`src/rtl/oflow_seq_pkg.sv`:
```
// Shared definitions for the optical-flow set sequencer.
// Holds the sequencer state encoding and the sizing constants used by the
// top level and by the PE mask generator.
package oflow_seq_pkg;

  localparam int PE_NUM          = 24;    // PEs per set
  localparam int SET_LEN         = 8;     // width of set counters
  localparam int REMAIN_BBOX_LEN = 10;    // width of remaining-bbox count
  localparam int TIMEOUT_CYC     = 1024;  // RUN cycles allowed before abort
  localparam int TMO_W           = $clog2(TIMEOUT_CYC);

  typedef enum logic [1:0] {
    IDLE     = 2'd0,
    WAIT_SET = 2'd1,
    RUN      = 2'd2,
    DONE     = 2'd3
  } seq_state_t;

endpackage

```
`src/rtl/oflow_pe_mask_gen.sv`:
```
// Combinational active-PE mask generator.
// A PE is enabled when its index is below the number of bboxes still to be
// dispatched; with PE_NUM or more bboxes left every PE is enabled.
// Ports:
//   remain  in   REMAIN_BBOX_LEN  bboxes not yet dispatched
//   mask    out  PE_NUM           one bit per PE, low bits filled first
module oflow_pe_mask_gen
  import oflow_seq_pkg::*;
(
  input  logic [REMAIN_BBOX_LEN-1:0] remain,
  output logic [PE_NUM-1:0]          mask
);

  always_comb begin
    mask = '0;
    for (int i = 0; i < PE_NUM; i++) begin
      mask[i] = (remain > REMAIN_BBOX_LEN'(i));
    end
  end

endmodule

```
`src/rtl/oflow_set_sequencer.sv`:
```
// Per-frame set sequencer between the core top FSM and the PE array.
// A frame starts on start_pe; for each set the block waits for the DMA
// (new_set), enables the PEs that have bboxes, pulses pe_start, gathers the
// per-PE done bits and counts the set. After the last set done_pe pulses.
// A set that stays in RUN for TIMEOUT_CYC cycles is aborted and flagged.
//
// Handshake: new_set is a level, consumed on the cycle it is sampled in
// WAIT_SET; pe_start is a one-cycle pulse the cycle after that; pe_done bits
// are pulses, each accepted only in RUN and only inside pe_enable; done_pe is
// a one-cycle pulse issued the cycle after the final counter update.
//
// Ports:
//   clk, reset                in   clock, synchronous active-high reset
//   start_pe                  in   pulse: begin frame (honoured only in IDLE)
//   num_of_sets               in   sets in frame, sampled with start_pe
//   counter_of_remain_bboxes  in   bboxes not yet dispatched
//   new_set                   in   level: DMA set available
//   pe_done                   in   per-PE done pulses
//   pe_start                  out  pulse: PE array starts current set
//   pe_enable                 out  active-PE mask for current set
//   counter_set_fe            out  sets completed in this frame
//   done_pe                   out  pulse: all sets of the frame done
//   busy                      out  high in any non-IDLE state
//   err_timeout               out  sticky timeout flag, cleared by start_pe
module oflow_set_sequencer
  import oflow_seq_pkg::*;
(
  input  logic                       clk,
  input  logic                       reset,
  input  logic                       start_pe,
  input  logic [SET_LEN-1:0]         num_of_sets,
  input  logic [REMAIN_BBOX_LEN-1:0] counter_of_remain_bboxes,
  input  logic                       new_set,
  input  logic [PE_NUM-1:0]          pe_done,
  output logic                       pe_start,
  output logic [PE_NUM-1:0]          pe_enable,
  output logic [SET_LEN-1:0]         counter_set_fe,
  output logic                       done_pe,
  output logic                       busy,
  output logic                       err_timeout
);

  seq_state_t          state_q, state_d;
  logic [SET_LEN-1:0]  sets_total_q, sets_total_d;
  logic [SET_LEN-1:0]  counter_q, counter_d, counter_inc;
  logic [PE_NUM-1:0]   pe_enable_q, pe_enable_d;
  logic [PE_NUM-1:0]   done_seen_q, done_seen_d, seen_now;
  logic [TMO_W-1:0]    tmo_q, tmo_d;
  logic                pe_start_q, pe_start_d;
  logic                done_pe_q, done_pe_d;
  logic                busy_q, busy_d;
  logic                err_q, err_d;
  logic [PE_NUM-1:0]   set_mask;

  oflow_pe_mask_gen u_mask_gen (
    .remain (counter_of_remain_bboxes),
    .mask   (set_mask)
  );

  assign counter_inc = counter_q + SET_LEN'(1);
  // Done bits gathered so far plus the ones arriving this cycle; stray bits
  // outside the active mask never contribute.
  assign seen_now    = done_seen_q | (pe_done & pe_enable_q);

  always_comb begin
    state_d      = state_q;
    sets_total_d = sets_total_q;
    counter_d    = counter_q;
    pe_enable_d  = pe_enable_q;
    done_seen_d  = done_seen_q;
    tmo_d        = tmo_q;
    pe_start_d   = 1'b0;
    done_pe_d    = 1'b0;
    err_d        = err_q;

    case (state_q)
      IDLE: begin
        if (start_pe) begin
          sets_total_d = num_of_sets;
          counter_d    = '0;
          err_d        = 1'b0;
          state_d      = (num_of_sets == '0) ? DONE : WAIT_SET;
        end
      end

      WAIT_SET: begin
        if (new_set) begin
          pe_enable_d = set_mask;
          if (set_mask == '0) begin
            // Nothing to compute: the set counts as complete right away.
            counter_d = counter_inc;
            state_d   = (counter_inc == sets_total_q) ? DONE : WAIT_SET;
          end else begin
            pe_start_d  = 1'b1;
            done_seen_d = '0;
            tmo_d       = '0;
            state_d     = RUN;
          end
        end
      end

      RUN: begin
        done_seen_d = seen_now;
        if (seen_now == pe_enable_q) begin
          counter_d = counter_inc;
          state_d   = (counter_inc == sets_total_q) ? DONE : WAIT_SET;
        end else if (tmo_q == TMO_W'(TIMEOUT_CYC - 1)) begin
          // Completion wins if it lands on the final allowed cycle.
          err_d       = 1'b1;
          pe_enable_d = '0;
          state_d     = DONE;
        end else begin
          tmo_d = tmo_q + TMO_W'(1);
        end
      end

      DONE: begin
        done_pe_d   = 1'b1;
        pe_enable_d = '0;
        state_d     = IDLE;
      end

      default: state_d = IDLE;
    endcase

    busy_d = (state_d != IDLE);
  end

  always_ff @(posedge clk) begin
    if (reset) begin
      state_q      <= IDLE;
      sets_total_q <= '0;
      counter_q    <= '0;
      pe_enable_q  <= '0;
      done_seen_q  <= '0;
      tmo_q        <= '0;
      pe_start_q   <= 1'b0;
      done_pe_q    <= 1'b0;
      busy_q       <= 1'b0;
      err_q        <= 1'b0;
    end else begin
      state_q      <= state_d;
      sets_total_q <= sets_total_d;
      counter_q    <= counter_d;
      pe_enable_q  <= pe_enable_d;
      done_seen_q  <= done_seen_d;
      tmo_q        <= tmo_d;
      pe_start_q   <= pe_start_d;
      done_pe_q    <= done_pe_d;
      busy_q       <= busy_d;
      err_q        <= err_d;
    end
  end

  assign pe_start       = pe_start_q;
  assign pe_enable      = pe_enable_q;
  assign counter_set_fe = counter_q;
  assign done_pe        = done_pe_q;
  assign busy           = busy_q;
  assign err_timeout    = err_q;

endmodule
```
`config.mk`:
```
export PLATFORM = sky130hd
export DESIGN_NAME = oflow_set_sequencer
export DESIGN_NICKNAME = d
export VERILOG_FILES = /design/src/rtl/oflow_seq_pkg.sv /design/src/rtl/oflow_pe_mask_gen.sv /design/src/rtl/oflow_set_sequencer.sv
export SDC_FILE = /design/constraint.sdc
export NUM_CORES = 1
export LEC_CHECK = 0
export CAP_MARGIN = 20
export CORE_MARGIN = 2
export CORE_UTILIZATION = 30
export DETAILED_ROUTE_END_ITERATION = 10
export SYNTH_ARGS = -nofsm -noshare
export SYNTH_HDL_FRONTEND = slang
export SYNTH_HIERARCHICAL = 1
export SYNTH_SLANG_ARGS = --single-unit
```
`constraint.sdc`:
```
create_clock -name clk -period 4 [get_ports clk]
set_input_delay 0.6 -clock clk [delete_from_list [all_inputs] [get_ports clk]]
set_output_delay 0.6 -clock clk [all_outputs]
set_load 0.05 [all_outputs]
```
==> metrics.txt <==
Clock Tree Buf Depth 2; Least-Margin Pin Slew 1.092 ns; multiplexer share of the synthesized area 1.469%; Port-buffer cells 81; net switching fraction of the power 38.82%; final worst-path cycle share 91.64%; core area 13880 um2; Critical Path RT 4.27 ns; crit path to tmo_q[9]; Skew-Pair Late Insertion Delay 0.35 ns; post-synthesis xor/xnor area fraction 2.468%; row count 43; Clock Skew 0.008397 ns; die area 15170 um2; critical path launch point type input pin; Synth Area in Adders 1.763%; sequential share of power 33.9%; Placer Congestion 0.8623; largest family of logic cells by synthesized area simple AND/OR/NAND/NOR gates; Clk Tree Root Cell clkbuf_16; sequential share of the synthesized area 37.60%; Comb pwr share 37.0%; Critical-path top delay cell or4_4; Max Freq 0.2728 GHz; top cells by area, synth dfxtp_1 38%, a22o_1 4.9%, a32oi_1 4.9%; pre-CTS setup slack -0.01647 ns; Post-Synth Simple-Gate Area 28.38%; Tmin final 3.666 ns; Slew Limit Fails 0; synth cell count leaders 80 x dfxtp_1, 48 x nor2_1, 43 x nand2_1; YS warnings 6; syn avg cell area 8.335 um2; final hold slack 0.4735 ns; critical path class in2reg; worst setup path start counter_of_remain_bboxes[5]; Synth Flop Type dfxtp_1; Pre-antenna DRT Iters 5; Max VDD drop 0.3016 mV; total CTS buffers 9; ant diodes 0; vias 4172; TNS Setup 0 ns; HP Class reg2reg; Die Y 123.2 um; status complete, no violations; post-synthesis compound-gate area fraction 23.12%; Routed WL 13.14 mm; Switching Power 1.186 mW; crit-path cells clkdlybuf4s50_1 -> or4_4 -> nor2_1 -> o21ai_0 -> nor4_1 -> nand4_1 -> o21a_1 -> o21ai_1 -> a31oi_2 -> a31o_1 -> a21oi_1; Setup-failing EPs final 0; CTS tree yes; routed len/inst 17.02 um; GRT Residual Overflow 0; Syn-to-layout area delta 30.88%; Post-synth EDFFs 0; hold path depth 2; final worst setup slack 0.3344 ns; PD cells 548.2 nW/um2; cell family with most CP delay simple AND/OR/NAND/NOR gates; critical path peak fanout 15; number of H-tree levels 3; largest net degree at the start of global routing 57; Internal 1.869 mW; Lkg Pwr 1.965 nW; worst r2r path cells 7; Initial Util 30.68%; buffer count from post-CTS setup fixing 0; Worst path max stage delay 0.52 ns; DR vias/cell 5.404; r2r setup slk 1.32 ns; die span in x 123.2 um; Final ANT Viol Nets 0; FFs w/ async S/R, synth 0%; HPWL after DPL 9.704 mm; CP Buf/Inv Count 1; hold_sp sets_total_q[1]; Netlist Area Pre-Place 4259 um2; initial DRC count 320; endpoints failing hold 0; number of cells on the critical path 11; Post-Syn Instances 511; IO Pins 82; worst r2r src pe_enable[4]; WP data arrival 3.94 ns; MaxCap Viol Count 0; Clock Power Share 29.1%; DRC 0; Worst-path clk slew 0.06 ns; crit end category register; Max-Slew Margin vs Limit 27.18%; syn_nets 563; global-route wire length before repair 20.47 mm; antenna violations before repair 0; Final nets 639; Netlist cell types 55; top cell type's share of synthesized area 37.60%; Seq cells post-synth 80; count leader, synth dfxtp_1; GRT Total Usage 17.54%; share of post-route cells with drive strength above 1 6.926%; R2R Path End tmo_q[8]; CTS Sinks 80; number of global-route vias before repair 3980; RSZ-0062 raised after global routing false; cell taking the most area after synthesis dfxtp_1
[worst register-to-register path, stage by stage (launching register included)]
cell and delay [ns]:
dfxtp_1 0.40, nor3b_1 0.45, nor4_1 0.12, nand3_1 0.26
clkinv_1 0.24, a31oi_2 0.68, a31oi_1 0.19, a41o_1 0.23
[layout make-up]
class                           count  area [um2]
Multi-Input combinational cell    379        2447
Clock buffer                       10       239.0
Timing Repair Buffer               91       880.8
Inverter                           26       97.59
Fill cell                        1404        8307
Tap cell                          180       225.2
Sequential cell                    80        1602
Clock inverter                      6       82.58
[placed cells by master (no fill, tap or decap), types with 2 or more instances in the layout]
master / netlist / final
dfxtp_1: 80 / 80
clkdlybuf4s50_1: 0 / 80
nor2_1: 48 / 48
nand2_1: 43 / 43
a21oi_1: 27 / 27
inv_1: 25 / 25
nand2b_1: 25 / 25
a22o_1: 24 / 24
a32oi_1: 24 / 24
nor3b_1: 23 / 23
o21ai_0: 19 / 19
nor4_1: 16 / 15
nand3_1: 12 / 12
xnor2_1: 10 / 10
buf_4: 0 / 10
and3_1: 9 / 9
o21ai_1: 10 / 9
clkbuf_16: 0 / 9
a31oi_1: 7 / 7
nor3_1: 7 / 7
o2111ai_1: 6 / 6
nor2b_1: 6 / 6
ha_1: 6 / 6
nand4_1: 5 / 5
nand4b_1: 5 / 5
mux2i_1: 4 / 4
and4_1: 3 / 3
and2_1: 4 / 3
nand3b_1: 3 / 3
a31o_1: 3 / 3
clkinv_2: 0 / 3
o21a_1: 2 / 2
o22ai_1: 2 / 2
or4_4: 2 / 2
xor2_1: 2 / 2
o221ai_1: 2 / 2
a41o_1: 2 / 2
bufinv_16: 0 / 2
mux2_2: 2 / 2
[power groups by stage]
| stage | registers, mW | logic (mW) | clock network (mW) |
|---|---|---|---|
| CTS | 1.03 | 1.13 | 0.903 |
| global route | 1.05 | 1.20 | 0.945 |
| floorplan | 1.26 | 0.520 | 0 |
| detailed placement | 1.05 | 1.13 | 0 |
| finish | 1.04 | 1.13 | 0.890 |
| global placement | 1.05 | 1.12 | 0 |
[metrics by stage]
step / total power, mW / cell area (um2) / util (%) / instances
floorplan: 1.783 / 4259 / - / 511
global placement: 2.169 / 5251 / 37.83 / 756
detailed placement: 2.175 / 5251 / 37.83 / 756
CTS: 3.069 / 5573 / 40.15 / 772
global route: 3.200 / 5574 / 40.16 / 772
finish: 3.055 / 5574 / 40.16 / 772
[flip-flops by register name, summed over array words and instances (netlist names)]
name	count
busy	1
counter_set_fe	8
done_pe	1
done_seen_q	24
err_timeout	1
pe_enable	24
pe_start	1
sets_total_q	8
state_q	2
tmo_q	10
[layer usage]
metal	part of all wire, %	track usage (%)	up-vias
met5	0	0	-
met4	1.8	4.830	0
met3	5.6	3.875	20
met2	47	28.67	152
met1	46	23.27	1955
li1	-	-	2045
[how the worst min path moves through the flow]
| stage | endpoint | slack [ns] |
|---|---|---|
| 2_1_floorplan | tmo_q[6] | 0.44 |
| 3_3_place_gp | tmo_q[6] | 0.45 |
| 3_5_place_dp | sets_total_q[1] | 0.47 |
| 4_1_cts | sets_total_q[1] | 0.48 |
| 5_1_grt | sets_total_q[1] | 0.50 |
| 6_report | sets_total_q[1] | 0.47 |
[cells by family after synthesis]
kind of cell	after synthesis
flops	80
mux	6
fa+ha+maj	6
compound gates	137
buf+inv	52
xor+xnor	12
simple gates	218
[timing repair]
action                                  in CTS  in global routing
hold buffers                                 0                  0
endpoints found under the hold margin        0                  0
endpoints found under the setup margin       0                  2
resized for setup                            0                  1
(Power assumes the default switching activity.)
